### src/rtl/tcp_conn_ctrl.sv
// Single-connection TCP server controller: runs the connection FSM per decoded segment,
// steers payload commit/discard and schedules one response header to the transmit path.
module tcp_conn_ctrl #(
    parameter logic [15:0]  LOCAL_PORT     = 16'd80,
    parameter logic [31:0]  ISS            = 32'h0000_1000,
    parameter int unsigned  TIMEOUT_CYCLES = 1_000_000
) (
    input  logic        clk,
    input  logic        rst_n,
    input  logic        rx_done,
    input  logic        rx_err,
    input  logic [31:0] rx_src_ip,
    input  logic [15:0] rx_source_port,
    input  logic [15:0] rx_dest_port,
    input  logic [31:0] rx_seq,
    input  logic [31:0] rx_ack,
    input  logic [7:0]  rx_flags,
    input  logic [15:0] rx_data_len,
    output logic        rx_commit,
    output logic        rx_discard,
    input  logic        app_tx_valid,
    input  logic [15:0] app_tx_len,
    output logic        app_tx_ready,
    output logic        tx_valid,
    input  logic        tx_ready,
    output logic [7:0]  tx_flags,
    output logic [31:0] tx_seq,
    output logic [31:0] tx_ack_num,
    output logic [31:0] tx_dest_ip,
    output logic [15:0] tx_dest_port,
    output logic [15:0] tx_len,
    output logic [2:0]  conn_state
);
    localparam int unsigned TW = $clog2(TIMEOUT_CYCLES + 1);
    localparam logic [7:0] F_FIN = 8'h01;
    localparam logic [7:0] F_SYN = 8'h02;
    localparam logic [7:0] F_PSH = 8'h08;
    localparam logic [7:0] F_ACK = 8'h10;

    typedef enum logic [2:0] {
        LISTEN      = 3'd0,
        SYN_RCVD    = 3'd1,
        ESTABLISHED = 3'd2,
        LAST_ACK    = 3'd3
    } state_t;

    typedef struct packed {
        logic [7:0]  flags;
        logic [31:0] seq;
        logic [31:0] ack;
        logic [31:0] ip;
        logic [15:0] port;
        logic [15:0] len;
    } hdr_t;

    state_t        state_q, state_d;
    hdr_t          hdr_q, hdr_d;
    logic          txv_q, txv_d;
    logic [31:0]   snd_q, snd_d, rcv_q, rcv_d, rcv_tmp;
    logic [31:0]   peer_ip_q, peer_ip_d;
    logic [15:0]   peer_port_q, peer_port_d;
    logic [TW-1:0] timer_q, timer_d;
    logic          commit_q, commit_d, discard_q, discard_d, app_rdy_q, app_rdy_d;
    logic          rx_done_q, seg_evt, go_listen, est, timed;
    logic          f_fin, f_syn, f_rst, f_ack;
    logic          unused_flags;

    assign unused_flags = ^rx_flags[7:5] ^ rx_flags[3];
    assign f_fin   = rx_flags[0];
    assign f_syn   = rx_flags[1];
    assign f_rst   = rx_flags[2];
    assign f_ack   = rx_flags[4];
    assign seg_evt = rx_done & ~rx_done_q;
    assign timed   = (state_q == SYN_RCVD) || (state_q == LAST_ACK);

    always_ff @(posedge clk or negedge rst_n) begin
        if (!rst_n) begin
            state_q     <= LISTEN;
            hdr_q       <= '0;
            txv_q       <= 1'b0;
            snd_q       <= ISS;
            rcv_q       <= '0;
            peer_ip_q   <= '0;
            peer_port_q <= '0;
            timer_q     <= '0;
            commit_q    <= 1'b0;
            discard_q   <= 1'b0;
            app_rdy_q   <= 1'b0;
            rx_done_q   <= 1'b0;
        end else begin
            state_q     <= state_d;
            hdr_q       <= hdr_d;
            txv_q       <= txv_d;
            snd_q       <= snd_d;
            rcv_q       <= rcv_d;
            peer_ip_q   <= peer_ip_d;
            peer_port_q <= peer_port_d;
            timer_q     <= timer_d;
            commit_q    <= commit_d;
            discard_q   <= discard_d;
            app_rdy_q   <= app_rdy_d;
            rx_done_q   <= rx_done;
        end
    end

    always_comb begin
        state_d     = state_q;
        hdr_d       = hdr_q;
        txv_d       = txv_q;
        snd_d       = snd_q;
        rcv_d       = rcv_q;
        rcv_tmp     = rcv_q;
        peer_ip_d   = peer_ip_q;
        peer_port_d = peer_port_q;
        commit_d    = 1'b0;
        discard_d   = 1'b0;
        app_rdy_d   = 1'b0;
        go_listen   = 1'b0;
        est         = 1'b0;

        // A completing handshake advances snd_nxt before this cycle's segment is judged.
        if (txv_q && tx_ready) begin
            snd_d = snd_q + 32'(hdr_q.len);
            txv_d = 1'b0;
            hdr_d = '0;
        end

        if (timed && timer_q == TW'(TIMEOUT_CYCLES - 1)) begin
            go_listen = 1'b1;
            discard_d = seg_evt;
        end else if (seg_evt) begin
            if (rx_err || rx_dest_port != LOCAL_PORT || (txv_q && !tx_ready) ||
                (state_q != LISTEN &&
                 (rx_src_ip != peer_ip_q || rx_source_port != peer_port_q))) begin
                discard_d = 1'b1;
            end else begin
                case (state_q)
                    LISTEN: begin
                        if (f_syn && !f_ack && !f_rst) begin
                            peer_ip_d   = rx_src_ip;
                            peer_port_d = rx_source_port;
                            rcv_d       = rx_seq + 32'd1;
                            hdr_d       = '{F_SYN | F_ACK, ISS, rx_seq + 32'd1,
                                            rx_src_ip, rx_source_port, 16'd0};
                            txv_d       = 1'b1;
                            snd_d       = ISS + 32'd1;
                            state_d     = SYN_RCVD;
                        end else begin
                            discard_d = 1'b1;
                        end
                    end
                    SYN_RCVD: begin
                        if (f_rst) begin
                            go_listen = 1'b1;
                            discard_d = 1'b1;
                        end else if (f_ack && rx_ack == snd_d) begin
                            est = 1'b1;
                        end else begin
                            discard_d = 1'b1;
                        end
                    end
                    ESTABLISHED: est = 1'b1;
                    LAST_ACK: begin
                        if (f_ack && rx_ack == snd_d) go_listen = 1'b1;
                        else                          discard_d = 1'b1;
                    end
                    default: go_listen = 1'b1;
                endcase

                if (est) begin
                    state_d = ESTABLISHED;
                    if (rx_seq != rcv_q) begin
                        discard_d = 1'b1;
                        hdr_d     = '{F_ACK, snd_d, rcv_q, peer_ip_q, peer_port_q, 16'd0};
                        txv_d     = 1'b1;
                    end else if (f_rst) begin
                        go_listen = 1'b1;
                        discard_d = 1'b1;
                    end else begin
                        rcv_tmp  = rcv_q + 32'(rx_data_len);
                        commit_d = (rx_data_len != 16'd0);
                        if (f_fin) begin
                            rcv_tmp = rcv_tmp + 32'd1;
                            hdr_d   = '{F_FIN | F_ACK, snd_d, rcv_tmp, peer_ip_q, peer_port_q, 16'd0};
                            txv_d   = 1'b1;
                            snd_d   = snd_d + 32'd1;
                            state_d = LAST_ACK;
                        end else if (rx_data_len != 16'd0) begin
                            hdr_d = '{F_ACK, snd_d, rcv_tmp, peer_ip_q, peer_port_q, 16'd0};
                            txv_d = 1'b1;
                        end
                        rcv_d = rcv_tmp;
                    end
                end
            end
        end else if (state_q == ESTABLISHED && !txv_q && app_tx_valid) begin
            app_rdy_d = 1'b1;
            hdr_d     = '{F_PSH | F_ACK, snd_q, rcv_q, peer_ip_q, peer_port_q, app_tx_len};
            txv_d     = 1'b1;
        end

        if (go_listen) begin
            state_d     = LISTEN;
            peer_ip_d   = '0;
            peer_port_d = '0;
            txv_d       = 1'b0;
            hdr_d       = '0;
            snd_d       = ISS;
        end

        timer_d = (state_d == state_q && timed) ? timer_q + TW'(1) : '0;
    end

    assign rx_commit    = commit_q;
    assign rx_discard   = discard_q;
    assign app_tx_ready = app_rdy_q;
    assign tx_valid     = txv_q;
    assign tx_flags     = hdr_q.flags;
    assign tx_seq       = hdr_q.seq;
    assign tx_ack_num   = hdr_q.ack;
    assign tx_dest_ip   = hdr_q.ip;
    assign tx_dest_port = hdr_q.port;
    assign tx_len       = hdr_q.len;
    assign conn_state   = state_q;
endmodule
### config.mk
export PLATFORM = sky130hd
export DESIGN_NAME = tcp_conn_ctrl
export DESIGN_NICKNAME = d
export VERILOG_FILES = /design/src/rtl/tcp_conn_ctrl.sv
export SDC_FILE = /design/constraint.sdc
export NUM_CORES = 1
export LEC_CHECK = 0
export BUFFER_PORTS_ARGS = -buffer_cell sky130_fd_sc_hd__buf_2
export CORE_AREA = 5 5 241 243
export DETAILED_ROUTE_END_ITERATION = 6
export DIE_AREA = 0 0 246 248
export GPL_TIMING_DRIVEN = 0
export HOLD_SLACK_MARGIN = 0.1
export PLACE_DENSITY = 0.67
export SYNTH_ARGS = -nofsm -noshare
export SYNTH_HDL_FRONTEND = slang
export SYNTH_SLANG_ARGS = --single-unit
### constraint.sdc
create_clock -name clk -period 4 [get_ports clk]
set_clock_uncertainty 0.2 [all_clocks]
set_input_delay 0.4 -clock clk [delete_from_list [all_inputs] [get_ports clk]]
set_output_delay 0.4 -clock clk [all_outputs]
set_load 0.03 [all_outputs]
Word-level counts from Yosys, hierarchy flattened
Cells that the tools add are included.

Bits in registers: 276. Input port bits: 174. Output and inout bits: 143.

Add/subtract/negate cells: 6. Equal/unequal tests: 12. Mux-type cells: 102. Bitwise operators: 4. Reductions and logical operators: 28.

Operator list (count): 2-to-1 mux 136 bit (13); 2-to-1 mux 32 bit (26); adder 32 x 1 -> 32 bit, second input constant (3); 2-to-1 mux 16 bit (6); adder 32 x 16 -> 32 bit (2); inequality test 32 bit (2); 2-to-1 mux 1 bit (46); equality test 32 bit (1); 2-to-1 mux 3 bit (7); adder 20 x 1 -> 20 bit, second input constant (1); equality test 20 bit, second input constant (1); 2-to-1 mux 20 bit (1); inequality test 16 bit (1); inequality test 16 x 7 -> 1 bit, second input constant (1); nonzero test 16 bit (1); logical AND 1 bit (10); equality test 3 x 2 -> 1 bit, second input constant (2); one-hot mux 1 bit (3 select lines) (2); nonzero test 2 bit (3); logical OR 1 bit (5); AND reduction 5 bit (1); zero test 1 bit (4); inequality test 2 bit, second input constant (2); equality test 3 x 1 -> 1 bit, second input constant (1); other kinds (8) (10).

Depth between registers and ports, before layout
Word-level depth: 18. Gate-level depth with buffers: 17. Mapped depth without buffers: 15.

Worst setup path after synthesis
OpenSTA, ideal clock, no wires.

Path kind: flip-flop to flip-flop. Start: reg hdr_q, in the netlist tx_len[0]. End: reg snd_q[28]. Library setup time: 0.122 ns. Arrival: 4.081 ns. Required time: 3.678 ns. Path slack: -0.403 ns. Stages on the path, launching flop included: 15. Clock period less this slack: 4.403 ns. Path through: dfrtp_1 -> ha_1 -> inv_1 -> fa_1 -> nor2b_1 -> o31ai_2 -> a21oi_2 -> o21ai_1 -> a211oi_2 -> xor3_1 -> nor4b_2 -> nand4_2 -> a2111oi_0 -> mux2_2 -> a32o_1.

Cells in the longest elaborated chain, start to end: 16. Elaborated cells between the ends (all ways): 31. Classes of those cells: 2 x add/sub; 1 x eq/ne; 27 x mux; 1 x reduce/logical.

Ends and longest elaborated chain: start, declared (RTL line 57) `hdr_t hdr_q, hdr_d;`; start signal, assigned (RTL line 92) `hdr_q <= hdr_d;`; adder 32 x 16 -> 32 bit * (RTL line 123) `snd_d = snd_q + 32'(hdr_q.len);`; 2-to-1 mux 32 bit * (RTL line 122) `if (txv_q && tx_ready) begin`; 2-to-1 mux 32 bit (RTL line 139) `if (f_syn && !f_ack && !f_rst) begin`; 2-to-1 mux 32 bit (RTL line 137) `case (state_q)`; 2-to-1 mux 32 bit (RTL line 132) `if (rx_err || rx_dest_port != LOCAL_PORT || (txv_q && !tx_ready) ||`; 2-to-1 mux 32 bit (RTL line 131) `end else if (seg_evt) begin`; 2-to-1 mux 32 bit (RTL line 128) `if (timed && timer_q == TW'(TIMEOUT_CYCLES - 1)) begin`; adder 32 x 1 -> 32 bit (RTL line 186) `snd_d = snd_d + 32'd1;`; 2-to-1 mux 32 bit (RTL line 182) `if (f_fin) begin`; 2-to-1 mux 32 bit (RTL line 176) `end else if (f_rst) begin`; 2-to-1 mux 32 bit (RTL line 172) `if (rx_seq != rcv_q) begin`; 2-to-1 mux 32 bit (RTL line 170) `if (est) begin`; 2-to-1 mux 32 bit (RTL line 132); 2-to-1 mux 32 bit (RTL line 131); 2-to-1 mux 32 bit (RTL line 128); 2-to-1 mux 32 bit * (RTL line 202) `if (go_listen) begin`; named net snd_d[28] (RTL line 59) `logic [31:0] snd_q, snd_d, rcv_q, rcv_d, rcv_tmp;`; end signal, assigned (RTL line 94) `snd_q <= snd_d;`; end, declared (RTL line 59).

Mark *: on every way through the listed nets, which the timed path passes. The rest lies on a longest branch. The select of a mux whose other input is x is not followed. A chain may end at the register's enable or synchronous reset.

==> metrics.csv <==
metric,value,unit
clock buffer depth,3,
WL final,134000,um
reg2reg setup slack,-0.69,ns
First DRT Iteration DRCs,5084,
Pins Over Slew Limit,0,
final cell count without fillers,4566,
crit path capture,tx_seq[29]$_DFF_PN0_,
DR vias/cell,6.97,
# port buffers,308,
H-Tree Depth,2,
clock root buffer,clkbuf_16,
GPL Wtd Cong,1.03,
first-pass GRT wire length,189000,um
Mapped Nets,3412,
Yosys top cell area share,0.278,
final core utilization,0.622,
Cells after DPL,4269,
Synth Area in Simple Gates,0.242,
overall power,0.00918,W
synthesis warning total,0,
Worst setup SP type,flop,
reg2reg path depth,11,
dpl hpwl,94200,um
Most used DFF post-synth,dfrtp_1,
CP max FO,11,
Yosys top cell by area,dfrtp_1,
most frequent cells in the layout,"nand2_1 (386), buf_2 (327), dfrtp_1 (246)",
Top Ports,317,
Mapped Area,24700,um2
fraction of layout cells with a size suffix above 1,0.305,
clock-pin slew on the worst setup and hold paths,0.07,ns
LEAKAGE,13.6,nW
worst-skew pair later-pin latency,0.60,ns
clk sinks,276,
final hold viol count,0,
GRT Overall Usage,0.404,
maxcap violations,0,
"commonest non-fill, non-tap cell in the layout",nand2_1,
largest net degree at the start of global routing,113,
per-cell routed wire length,29.4,um
Achievable Freq,213,MHz
Syn-to-layout area delta,40.2,%
post-synthesis xor/xnor area fraction,0.0926,
"Setup violations, final",274,
CTS tree,yes,
fin crit period,4.69,ns
Slew @ Worst Pin,1.39,ns
full die area,61000,um2
RSZ-0062 raised after global routing,yes,
CP required,4.31,ns
Starting Density,0.444,
Chip Height,248,um
#FFs+latches synth,276,
failing checks,"DRC, setup timing",
TritonCTS Buffers,35,
main combinational cell family by area after synthesis,compound AO/OA/AOI/OAI gates,
setup ws final,-0.689,ns
CP Class,flop to flop,
sequential element share of the synthesized area,0.279,
compound-gate portion of the synthesized area,0.303,
Die W,246,um
Setup crit end kind,flop,
post-synthesis mux area share,0.00638,
vias in the first global route,29500,
setup TNS,-138.76,ns
reg2reg start,peer_ip_q[15]$_DFFE_PN0P_,
Mapped Cells,3200,
arrival time at the worst endpoint,5.00,ns
crit path from,peer_ip_q[15]$_DFFE_PN0P_,
ANT nets after route,0,
Nets,3992,
Slew headroom,0.0444,
power density over the cells,265,nW/um2
Post-Synth Adder-Cell Area,0.0198,
count of cell types in the netlist,101,
Post-synth EDFFs,0,
Rows,87,
CORE AREA,55700,um2
min-delay worst type,primary input to flop,
worst vdd ir,289,uV
ys async rst share,1.00,
Final Cycle Share,1.17,
Mapped Avg Cell Area,7.73,um2
drt first pass iters,7,
number of remaining DRC errors,1,
worst reg2reg path endpoint,tx_seq[29]$_DFF_PN0_,
Fin Hold WS,0.0956,ns
initial antenna violation count,5,
status,"finished, violations left",
Area contributors post-synth,"dfrtp_1 (28%), nand2_1 (6.0%), xor2_1 (5.6%)",
total number of vias,31800,
grt total ovfl,0,
[power by group]
part,switching [W],internal (W)
Combinational,0.00152,0.000852
Clock,0.00142,0.00205
Sequential,0.000306,0.00303
[logic make-up after synthesis]
family                     after synthesis
xor gates and xnor gates               258
adders and majority gates               38
AOI/OAI and AO/OA                     1066
buffers and inverters                  336
and+or+nand+nor                       1211
DFF                                    276
muxes                                   15
[through the flow]
stage	area, um2	worst slack (ns)
floorplan	25100	-0.143
CTS	32600	-0.411
detailed placement	27700	-2.20
global placement	27600	-3.69
finish	34700	-0.689
global route	34700	-0.742
[metal layers]
layer	up-vias	wire length (um)	track usage
li1	13300	-	-
met1	15200	48500	0.520
met5	-	0	0
met2	2676	56200	0.603
met4	0	12100	0.260
met3	744	17300	0.105
[worst max-delay path: stages, from the launching register on]
cell	delay, ns
dfrtp_1	0.49
xor2_1	0.56
nor4_4	0.10
nand4_1	0.13
o32a_1	0.15
or3_1	0.18
nor2_2	0.14
nor2_2	0.89
clkbuf_1	0.68
clkbuf_1	0.61
o21ai_0	0.24
a211oi_2	0.23
[Yosys cell counts, types with 24 or more instances]
master,instances
a211oi_1,121
a211oi_2,31
a21o_1,24
a21oi_1,253
a221oi_1,79
a2bb2oi_1,24
a31oi_1,36
a32o_1,48
and2_1,29
and3_1,57
buf_2,52
clkbuf_1,208
dfrtp_1,275
ha_1,36
inv_1,47
nand2_1,398
nand3_1,236
nand4_1,51
nor2_1,158
nor3_1,87
nor4_1,61
nor4b_1,26
o211ai_1,41
o21ai_0,183
or3_1,25
xnor2_1,98
xor2_1,157
[how the worst min path moves through the flow]
| stage | startpoint | endpoint | slack [ns] | cells after the start |
|---|---|---|---|---|
| 2_1_floorplan | rst_n | app_tx_ready$_DFF_PN0_ | -0.1 | 0 |
| 3_3_place_gp | timer_q[0]$_DFF_PN0_ | timer_q[0]$_DFF_PN0_ | 0.28 | 1 |
| 3_5_place_dp | timer_q[0]$_DFF_PN0_ | timer_q[0]$_DFF_PN0_ | 0.28 | 1 |
| 4_1_cts | rx_source_port[13] | tx_dest_port[13]$_DFF_PN0_ | 0.11 | 5 |
| 5_1_grt | rx_source_port[14] | tx_dest_port[14]$_DFF_PN0_ | 0.16 | 5 |
| 6_report | rx_src_ip[18] | tx_dest_ip[18]$_DFF_PN0_ | 0.1 | 5 |
[state kept, by name (all words and copies together) (netlist names), 3 cells and up]
signal,flops
peer_ip_q,32
rcv_q,32
snd_q,32
tx_ack_num,32
tx_dest_ip,32
tx_seq,32
timer_q,20
peer_port_q,16
tx_dest_port,16
tx_len,16
tx_flags,8
conn_state,3
[cell type report]
cell class                      instances  area, um2
Timing Repair Buffer                  559       4260
Clock buffer                           45        973
Tap cell                              756        946
Fill cell                            4931      21100
Clock inverter                         16        239
Buffer                                270       1850
Inverter                               48        180
Multi-Input combinational cell       2590      19300
Antenna cell                            6       15.0
Sequential cell                       276       6940
[repair_timing]
item                                    in CTS  in global routing
pin swaps                                   84                149
endpoints found under the setup margin     275                275
hold endpoints to repair                   178                  0
hold buffers                                67                  0
gates resized for setup                    459                311
gates cloned                                12                 19
setup buffers                              107                 45
Power figures use the tool's default switching activity.
